## src/rtl/m206_time_seq.sv

```systemverilog
// Major timing sequencer: steps a memory cycle through TS1..TS4 and emits TP1..TP4 pulses.
// Optional single-step input enabled by defining TIMING_SSTEP_EN.
module m206_time_seq #(
    parameter int TS_CYCLES = 8,
    parameter int TP_WIDTH  = 2,
    parameter int CNT_W     = 8
) (
    input  logic       clk,
    input  logic       reset,
    input  logic       run_req,
    input  logic       stop_req,
    input  logic       mem_done,
    input  logic       pause,
`ifdef TIMING_SSTEP_EN
    input  logic       sstep,
`endif
    output logic       run,
    output logic [3:0] ts,
    output logic [3:0] tp,
    output logic       mem_start
);

    typedef enum logic [2:0] {
        IDLE = 3'd0,
        TS1  = 3'd1,
        TS2  = 3'd2,
        TS3  = 3'd3,
        TS4  = 3'd4
    } state_t;

    localparam logic [CNT_W-1:0] CNT_LAST = CNT_W'(TS_CYCLES - 1);
    localparam logic [CNT_W-1:0] CNT_TP   = CNT_W'(TS_CYCLES - TP_WIDTH);
    localparam logic [CNT_W-1:0] CNT_HOLD = CNT_W'(TS_CYCLES - TP_WIDTH - 1);

    state_t           state, state_nxt;
    logic [CNT_W-1:0] cnt, cnt_nxt;
    logic             stop_latch, stop_latch_nxt;
    logic             done, done_nxt;
    logic             sstep_i;
    logic             hold;

`ifdef TIMING_SSTEP_EN
    assign sstep_i = sstep;
`else
    assign sstep_i = 1'b0;
`endif

    always_ff @(posedge clk) begin
        if (reset) begin
            state      <= IDLE;
            cnt        <= '0;
            stop_latch <= 1'b0;
            done       <= 1'b0;
        end else begin
            state      <= state_nxt;
            cnt        <= cnt_nxt;
            stop_latch <= stop_latch_nxt;
            done       <= done_nxt;
        end
    end

    // Holds freeze the counter one step short of the pulse window
    assign hold = ((state == TS2) && !done) || ((state == TS3) && pause);

    always_comb begin
        state_nxt = state;
        cnt_nxt   = cnt;
        case (state)
            IDLE: begin
                cnt_nxt = '0;
                if (run_req && !stop_req) begin
                    state_nxt = TS1;
                end
            end
            default: begin
                if (cnt == CNT_LAST) begin
                    cnt_nxt = '0;
                    case (state)
                        TS1:     state_nxt = TS2;
                        TS2:     state_nxt = TS3;
                        TS3:     state_nxt = TS4;
                        default: state_nxt = (stop_latch || stop_req || sstep_i) ? IDLE : TS1;
                    endcase
                end else if (!(hold && (cnt == CNT_HOLD))) begin
                    cnt_nxt = cnt + 1'b1;
                end
            end
        endcase
    end

    always_comb begin
        stop_latch_nxt = 1'b0;
        done_nxt       = 1'b0;
        if (state_nxt != IDLE) begin
            stop_latch_nxt = stop_latch || (run && stop_req);
        end
        // The memory-done flag only lives while the machine stays in TS2
        if ((state == TS2) && (state_nxt == TS2)) begin
            done_nxt = done || mem_done;
        end
    end

    always_comb begin
        ts = 4'b0000;
        case (state)
            TS1:     ts = 4'b0001;
            TS2:     ts = 4'b0010;
            TS3:     ts = 4'b0100;
            TS4:     ts = 4'b1000;
            default: ts = 4'b0000;
        endcase
        tp        = (cnt >= CNT_TP) ? ts : 4'b0000;
        run       = (state != IDLE);
        mem_start = (state == TS1) && (cnt == '0);
    end

endmodule

```

## config.mk

```make
export PLATFORM = sky130hd
export DESIGN_NAME = m206_time_seq
export DESIGN_NICKNAME = d
export VERILOG_FILES = /design/src/rtl/m206_time_seq.sv
export SDC_FILE = /design/constraint.sdc
export NUM_CORES = 1
export LEC_CHECK = 0
export ABC_AREA = 1
export CAP_MARGIN = 20
export CORE_MARGIN = 5
export CORE_UTILIZATION = 49
export DETAILED_ROUTE_END_ITERATION = 12
export HOLD_SLACK_MARGIN = 0.08
export MAX_ROUTING_LAYER = met4
export PLACE_DENSITY = 0.77
export SLEW_MARGIN = 10
export SYNTH_ARGS = -nofsm -noshare
export SYNTH_HDL_FRONTEND = slang
export SYNTH_SLANG_ARGS = --single-unit
```

## constraint.sdc

```tcl
create_clock -name clk -period 3.15 [get_ports clk]
set_clock_uncertainty 0.05 [all_clocks]
set_input_delay 0.63 -clock clk [delete_from_list [all_inputs] [get_ports clk]]
set_output_delay 0.63 -clock clk [all_outputs]
set_load 0.03 [all_outputs]
```

==> results.txt, run 1 <==
starting density of the core = 51.4%
CP Capture Type = primary output
type of the most critical hold path = flip-flop to flip-flop
status = complete, no violations
Area after DPL = 945 sq um
worst-path fanout max = 5
Final Cell Area = 971 sq um
critical path launch point = cnt[0]
final WL = 1.59 mm
Crit Path Class = flip-flop to primary output
critical path's slowest cell = clkdlybuf4s50_1
Setup crit start kind = flip-flop
Post-CTS Setup Bufs = 0
Crit path top cell by count = nor2_1
register area share after synthesis = 33.6%
IO buf count = 15
Cells after Synth = 115
Iteration-0 DRC Markers = 9
P&R area growth vs syn = 25.4%
DP Wirelength = 1.28 mm
count of different cell masters after synthesis = 19
via density per instance = 5.08
Mapped Area = 774 sq um
CTS resizes = 0
Die Y = 49.8 um
Slew HR = 79.2%
TritonCTS buffer count = 3
Max VDD drop = 0.222 mV
fin crit share = 84.3%
R2R Setup Slk = 1.59 ns
routability cong. = 0.780
initial antenna violation count = 0
Setup TNS = 0 ns
Cell Pwr Density = 303 nW/um^2
DP Worst Slack = 0.786 ns
Setup Viol. Count Final = 0
first-pass GRT wire length = 2.76 mm
reg-to-reg startpoint = cnt[1]
Max-Cap Viols = 0
Fmax achieved = 377 MHz
number of diodes = 0
gr ovfl total = 0
fin crit period = 2.66 ns
final hold vios = 0
Max Transition Viols Final = 0
wire per inst = 10.6 um
unrepaired setup endpoints after global routing = false
synthesized net count = 125
Avg Inst Size Synth = 6.73 sq um
row count = 14
Die Area = 2480 sq um
layout cell share with drive strength beyond 1 = 7.46%
register bit total from synthesis = 13
nets = 145
cts-stage hold buffer count = 0
Clock Latency Late Sink = 0.27 ns
Clock Pin Slew Worst Setup and Hold Paths = 0.07 ns
CTS tree = done
Slew @ Worst Pin = 0.311 ns
delay-heaviest family, CP = buffers and inverters
Max Root-Sink Buffers = 2
number of buffers and inverters on the critical path = 2
CP cell instances = inv_1 -> ha_1 -> nor2_1 -> nor2_1 -> nor2_1 -> nor3_1 -> clkdlybuf4s50_1
Via Count = 762
Crit path largest cell delay = 0.59 ns
DR pass1 iterations = 4
DRC viols = 0
leakage = 0.408 nW
vias in the first global route = 667
Ports = 16
Final ANT Viol Nets = 0
Required @ worst endpoint = 2.47 ns
Max H-tree Level = 1
Syn. warnings = 0
Hold Crit Start = cnt[4]
total power = 0.294 mW
worst setup margin = 0.495 ns
pin count of the biggest net entering global routing = 8
Yosys top cell by area = dfxtp_1
area share of the largest cell type after synthesis = 33.6%
synth top area cells = dfxtp_1, nand2_1, nor2_1, inv_1, nand3_1
core box area = 1510 sq um
GRT Total Usage = 13.9%
Root Driver = clkbuf_4
CTS Sinks = 13
Data arrival, critical path = 1.98 ns
Die Width = 49.8 um
## synthesized netlist by cell type
master,number
nor3_1,3
o21ai_0,4
dfxtp_1,13
a21oi_1,5
nor3_2,2
o21ai_2,1
nand4_1,1
ha_1,4
o211ai_1,1
nor2_4,1
nand3_4,1
xor2_1,1
inv_1,17
nand2_1,26
nor2_1,20
a21oi_2,1
xnor2_1,2
nand3_1,11
or2_2,1
## per-stage QoR
step	util, %	instances	hold WS, ns
3_3_place_gp	62.7	146	0.440
2_1_floorplan	-	115	0.429
6_report	64.5	150	0.464
3_5_place_dp	62.7	146	0.453
4_1_cts	64.5	150	0.463
5_1_grt	64.5	150	0.513
## power by group
part           internal [mW]  leakage (nW)  total, mW  switching (mW)
Sequential             0.165         0.105      0.166         0.00113
Combinational         0.0122         0.289     0.0268          0.0146
Clock                 0.0491        0.0150      0.101          0.0517
## cells in the final DEF, fill, tap and decap left out
cell type | netlist | routed
o211ai_1 | 1 | 1
inv_1 | 17 | 17
clkdlybuf4s50_1 | 0 | 15
nand3_4 | 1 | 1
nor2_1 | 20 | 20
xor2_1 | 1 | 1
clkbuf_1 | 0 | 1
o21ai_0 | 4 | 4
a21oi_1 | 5 | 5
nand3_1 | 11 | 11
nand4_1 | 1 | 1
nor3_1 | 3 | 3
ha_1 | 4 | 4
nor2_4 | 1 | 1
nand2_1 | 26 | 26
o21ai_2 | 1 | 1
or2_2 | 1 | 1
xnor2_1 | 2 | 2
a21oi_2 | 1 | 1
dfxtp_1 | 13 | 13
clkbuf_4 | 0 | 3
nor3_2 | 2 | 2
## tightest hold or removal path, delay by kind of cell (launching register included)
kind	cells	cell delay [ns]
AO/OA/AOI/OAI	1	0.06
flip-flops	1	0.34
AND/OR/NAND/NOR	1	0.07
## sequential cells by signal (all words and copies together) (netlist names)
name        count
state           3
done            1
cnt             8
stop_latch      1
## path summary, 6_finish.rpt
kind / endpoint / cells after the start
min: cnt[4] / 2
min reg2reg: cnt[4] / 2
max: tp[3] / 7
max reg2reg: stop_latch / 8
## metal layers
layer  part of all wire, %  global-route usage [%]  vias to the layer above  wire [um]
met1                    51                    18.2                      341        802
met5                     0                       -                        -          0
met3                   5.1                    2.11                        2         81
met4                  0.50                    6.55                        0          8
li1                      -                       -                      403          -
met2                    44                    21.0                       16        694
## cell families (layout without fill, tap and decap cells)
logic type | Yosys count | count (layout) | synth area share [%]
AND/OR/NAND/NOR | 66 | 66 | 39.3
buffers and inverters | 17 | 36 | 8.24
flip-flops | 13 | 13 | 33.6
AO/OA/AOI/OAI | 12 | 12 | 9.05
adder cells (fa/ha/maj) | 4 | 4 | 6.46
XOR/XNOR | 3 | 3 | 3.39
## final cells by class
class,instances,area [sq um]
fillers,144,536
clock buffers,4,26.3
repair buffers,15,150
well taps,16,20.0
multi-input cells,85,450
inverters,17,63.8
flip-flops and latches,13,260
Power figures use the tool's default switching activity.
==> run 2: changes to the inputs <==
--- a/config.mk
+++ b/config.mk
@@ -8,11 +8,11 @@
 export ABC_AREA = 1
 export CAP_MARGIN = 20
 export CORE_MARGIN = 5
-export CORE_UTILIZATION = 49
+export CORE_UTILIZATION = 44
 export DETAILED_ROUTE_END_ITERATION = 12
 export HOLD_SLACK_MARGIN = 0.08
 export MAX_ROUTING_LAYER = met4
-export PLACE_DENSITY = 0.77
+export PLACE_DENSITY = 0.73
 export SLEW_MARGIN = 10
 export SYNTH_ARGS = -nofsm -noshare
 export SYNTH_HDL_FRONTEND = slang
==> constraint.sdc (replaced) <==
create_clock -name clk -period 2.33 [get_ports clk]
set_clock_uncertainty 0.05 [all_clocks]
set_input_delay 0.466 -clock clk [delete_from_list [all_inputs] [get_ports clk]]
set_output_delay 0.466 -clock clk [all_outputs]
set_load 0.03 [all_outputs]
==> run 2 against run 1 <==
Compared with the run above: clock power rose by 41%; combinational power rose by 38%; critical path depth fell by 3; via count rose by 3.4%; final cell count rose by 8.0%; global-route usage rose by 0.31 points; non-clock buffer count rose by 3; sequential power rose by 35%; total power rose by 37%; critical endpoint is now ts[0]; highest routed layer unchanged.
==> results.txt, run 2 (synthesis gave the netlist of run 1 again) <==
Required @ worst endpoint = 1.81 ns
Slew @ Worst Pin = 0.322 ns
Via Count = 788
max reg flops = 8
Slew HR = 78.5%
core box area = 1710 sq um
Critical R2R Capture = stop_latch
CP cell instances = inv_1 -> nand3_1 -> inv_1 -> clkdlybuf4s50_1
Clock Latency Late Sink = 0.28 ns
biggest regs = cnt: 8 flops, state: 3 flops
nets = 148
starting density of the core = 45.3%
Crit path top cell by count = inv_1
Setup crit start kind = flip-flop
final hold vios = 0
type of the most critical hold path = flip-flop to flip-flop
R2R cell count = 9
Setup Viol. Count Final = 0
DRC viols = 0
Die Area = 2700 sq um
worst-path fanout max = 7
final WL = 1.66 mm
row count = 15
Hold EP = cnt[4]
FF+latch area = 260 sq um
Setup TNS = 0 ns
leakage = 0.482 nW
Crit path largest cell delay = 0.66 ns
Max Root-Sink Buffers = 2
first-pass GRT wire length = 2.82 mm
via density per instance = 4.86
Die Width = 52.0 um
layout cell share with drive strength beyond 1 = 9.49%
status = complete, no violations
unrepaired setup endpoints after global routing = false
P&R area growth vs syn = 29.6%
Max-Cap Viols = 0
Final Cell Area = 1000 sq um
DR pass1 iterations = 4
Crit Path Class = flip-flop to primary output
Root Driver = clkbuf_4
CTS Sinks = 13
Hold Path Depth = 2
CTS tree = done
Die Y = 52.0 um
Max H-tree Level = 1
number of diodes = 0
Cell Pwr Density = 402 nW/um^2
vias in the first global route = 727
Fmax achieved = 452 MHz
Iteration-0 DRC Markers = 13
area of the multi-input gates = 450 sq um
routability cong. = 0.837
pin count of the biggest net entering global routing = 8
Max VDD drop = 0.264 mV
filler instances = 178
cts-stage hold buffer count = 0
GRT Total Usage = 14.3%
gr ovfl total = 0
Largest Register = cnt
Area after DPL = 978 sq um
fin crit share = 95.0%
R2R Setup Slk = 0.79 ns
DP Wirelength = 1.35 mm
wire per inst = 10.3 um
commonest non-fill, non-tap cell in the layout = nand2_1
fin crit period = 2.21 ns
Data arrival, critical path = 1.70 ns
initial antenna violation count = 0
Final ANT Viol Nets = 0
critical path's slowest cell = clkdlybuf4s50_1
reg-to-reg startpoint = cnt[0]
CP Capture Type = primary output
Max Transition Viols Final = 0
TritonCTS buffer count = 3
Util after Layout = 58.8%
total power = 0.403 mW
most frequent cells in the layout = nand2_1, nor2_1, inv_1
Ports = 16
Hold Crit Start = cnt[4]
IO buf count = 15
Clock Pin Slew Worst Setup and Hold Paths = 0.08 ns
==> run 2: cell count changes in the layout (fill, tap and decap cells not counted) <==
| cell | delta |
|---|---|
| clkdlybuf4s50_1 | -7 |
| dlygate4sd2_1 | +5 |
| buf_4 | +3 |
| dlymetal6s2s_1 | +2 |
==> run 2: critical path, delay by kind of cell, from the launching register on <==
family                 cells  cell delay (ns)
buffers and inverters      3             0.90
flip-flops                 1             0.33
AND/OR/NAND/NOR            1             0.18
==> run 2: power breakdown <==
group	internal [mW]	switching, mW	total (mW)
Clock	0.0666	0.0750	0.142
Sequential	0.223	0.00109	0.224
Combinational	0.0165	0.0207	0.0371
Total	0.306	0.0968	0.403
==> run 2: per-stage QoR <==
step                      worst slack, ns  instances  hold WS [ns]
after global placement              0.237        158         0.440
after global routing               0.0132        162         0.487
after floorplan                     0.417        115         0.429
final                               0.117        162         0.458
after CTS                          0.0411        162         0.460
after detailed placement            0.197        158         0.450
==> run 2: how the worst max path moves through the flow <==
stage | startpoint | to | slack, ns | depth (start not counted)
final | state[2] | ts[0] | 0.12 | 4
after global routing | cnt[0] | tp[1] | 0.01 | 7
after CTS | state[1] | run | 0.04 | 5
after detailed placement | cnt[1] | tp[3] | 0.20 | 6
after global placement | cnt[1] | tp[3] | 0.24 | 6
after floorplan | cnt[0] | tp[3] | 0.42 | 6
==> run 2: area by class of cell <==
| class | count | share of cell area (%) |
|---|---|---|
| multi-input cells | 85 | 44.9 |
| flip-flops and latches | 13 | 25.9 |
| repair buffers | 18 | 17.1 |
| inverters | 17 | 6.36 |
| well taps | 25 | 3.12 |
| clock buffers | 4 | 2.62 |
==> run 2: metal layers <==
| metal | vias up | routed length (um) | global-route usage (%) |
|---|---|---|---|
| li1 | 410 | - | - |
| met1 | 360 | 720 | 14.5 |
| met2 | 12 | 825 | 24.7 |
| met3 | 6 | 83 | 4.01 |
| met4 | 0 | 33 | 7.42 |
| met5 | - | 0 | - |
==> run 2: timing repair <==
action | 4_1_cts | 5_1_grt
setup buffers | 0 | 0
setup endpoints to repair | 5 | 2
resized for setup | 5 | 2
==> run 3: changes to the inputs <==
--- a/config.mk
+++ b/config.mk
@@ -12,8 +12,9 @@
 export DETAILED_ROUTE_END_ITERATION = 12
 export HOLD_SLACK_MARGIN = 0.08
 export MAX_ROUTING_LAYER = met4
-export PLACE_DENSITY = 0.73
+export PLACE_DENSITY = 0.8
 export SLEW_MARGIN = 10
 export SYNTH_ARGS = -nofsm -noshare
 export SYNTH_HDL_FRONTEND = slang
 export SYNTH_SLANG_ARGS = --single-unit
+export TNS_END_PERCENT = 20
==> run 3 against run 2 <==
Compared with the run above: fmax grew 0.29%; first-iteration DRC count shrank 31%; via count shrank 3.6%; register-to-register slack gained 0.02 ns; largest power group unchanged; non-clock buffer count is the same; routed wire length is essentially flat; global-route usage grew 0.87 points.
==> results.txt, run 3 (synthesis gave the netlist of run 1 again) <==
via density per instance = 4.69
number of diodes = 0
DRC viols = 0
Die Y = 52.0 um
CTS tree = done
Post-CTS Setup Bufs = 0
Max-Cap Viols = 0
leakage = 0.479 nW
final hold vios = 0
first-pass GRT wire length = 2.95 mm
Crit path largest cell delay = 0.66 ns
WHS = 0.468 ns
gr ovfl total = 0
fin crit period = 2.21 ns
TritonCTS buffer count = 3
Max Transition Viols Final = 0
type of the most critical hold path = flip-flop to flip-flop
Clock Latency Late Sink = 0.28 ns
vias in the first global route = 692
routability cong. = 0.800
Max VDD drop = 0.321 mV
Setup TNS = 0 ns
most frequent cells in the layout = nand2_1, nor2_1, inv_1
Max Root-Sink Buffers = 2
GRT Total Usage = 15.1%
Largest Register = cnt
Max H-tree Level = 1
worst-path fanout max = 7
final WL = 1.66 mm
DR pass1 iterations = 3
Setup Viol. Count Final = 0
pin count of the biggest net entering global routing = 8
layout cell share with drive strength beyond 1 = 10.2%
Die Area = 2700 sq um
Ports = 16
Final ANT Viol Nets = 0
Root Driver = clkbuf_4
Setup crit start kind = flip-flop
Fmax achieved = 453 MHz
filler instances = 179
max reg flops = 8
unrepaired setup endpoints after global routing = false
wire per inst = 10.3 um
Via Count = 760
row count = 15
nets = 148
critical path's slowest cell = clkdlybuf4s50_1
Data arrival, critical path = 1.69 ns
Slew HR = 78.2%
Die Width = 52.0 um
Cell Pwr Density = 405 nW/um^2
P&R area growth vs syn = 29.1%
Clock Pin Slew Worst Setup and Hold Paths = 0.09 ns
Required @ worst endpoint = 1.81 ns
biggest regs = cnt: 8 flops, state: 3 flops
commonest non-fill, non-tap cell in the layout = nand2_1
CTS Sinks = 13
CP cell instances = inv_1 -> nand3_1 -> inv_1 -> clkdlybuf4s50_1
starting density of the core = 45.3%
fin crit share = 94.7%
Crit path top cell by count = inv_1
CP Capture Type = primary output
total power = 0.405 mW
initial antenna violation count = 0
Slew @ Worst Pin = 0.326 ns
DP Wirelength = 1.36 mm
core box area = 1710 sq um
status = complete, no violations
IO buf count = 15
Iteration-0 DRC Markers = 9
Crit Path Class = flip-flop to primary output
==> run 3: changes by cell type in the layout (fill, tap and decap cells not counted) <==
cell and delta:
clkbuf_2 +1, dlygate4sd2_1 -1
==> run 3: through the flow <==
stage                     utilization [%]  area (sq um)  setup slack, ns  std cells
final                                58.5          1000            0.123        162
after global routing                 58.5          1000           0.0108        162
after CTS                            58.5           998           0.0340        162
after detailed placement             57.3           978            0.149        158
after global placement               57.3           978            0.244        158
after floorplan                         -           774            0.417        115
==> run 3: layout make-up <==
class	instances	area [sq um]	area share [%]
multi-input cells	85	450	45.1
inverters	17	63.8	6.38
well taps	25	31.3	3.13
flip-flops and latches	13	260	26.0
repair buffers	18	168	16.8
clock buffers	4	26.3	2.63
==> run 3: what timing repair did <==
action,4_1_cts,5_1_grt
pin swaps,0,0
hold buffers,0,0
setup endpoints to repair,5,3
resized for setup,5,5
==> run 3: final timing paths <==
check	startpoint	end	slack, ns	depth (start not counted)
worst max-delay path	state[2]	ts[0]	0.12	4
worst min-delay path	cnt[4]	cnt[4]	0.47	2
worst max register to register	cnt[1]	stop_latch	0.81	8
worst min register to register	cnt[4]	cnt[4]	0.47	2
==> run 3: worst max-delay path, delay by kind of cell (launching register included) <==
family        cells  cell delay (ns)
simple gates      1             0.17
flops             1             0.34
buf+inv           3             0.90
==> run 3: layer usage <==
layer  track usage, %  up-vias  part of all wire [%]
met5                -        -                     0
met2             23.6       15                    48
met4             6.55        0                   1.6
met3             5.44        4                   5.0
li1                 -      407                     -
met1             17.3      334                    46
==> run 3: where the power goes <==
part	total [mW]	switching (mW)	internal (mW)	leakage, nW
Clock	0.144	0.0772	0.0665	0.0150
Sequential	0.224	0.00106	0.223	0.105
Combinational	0.0369	0.0204	0.0165	0.359
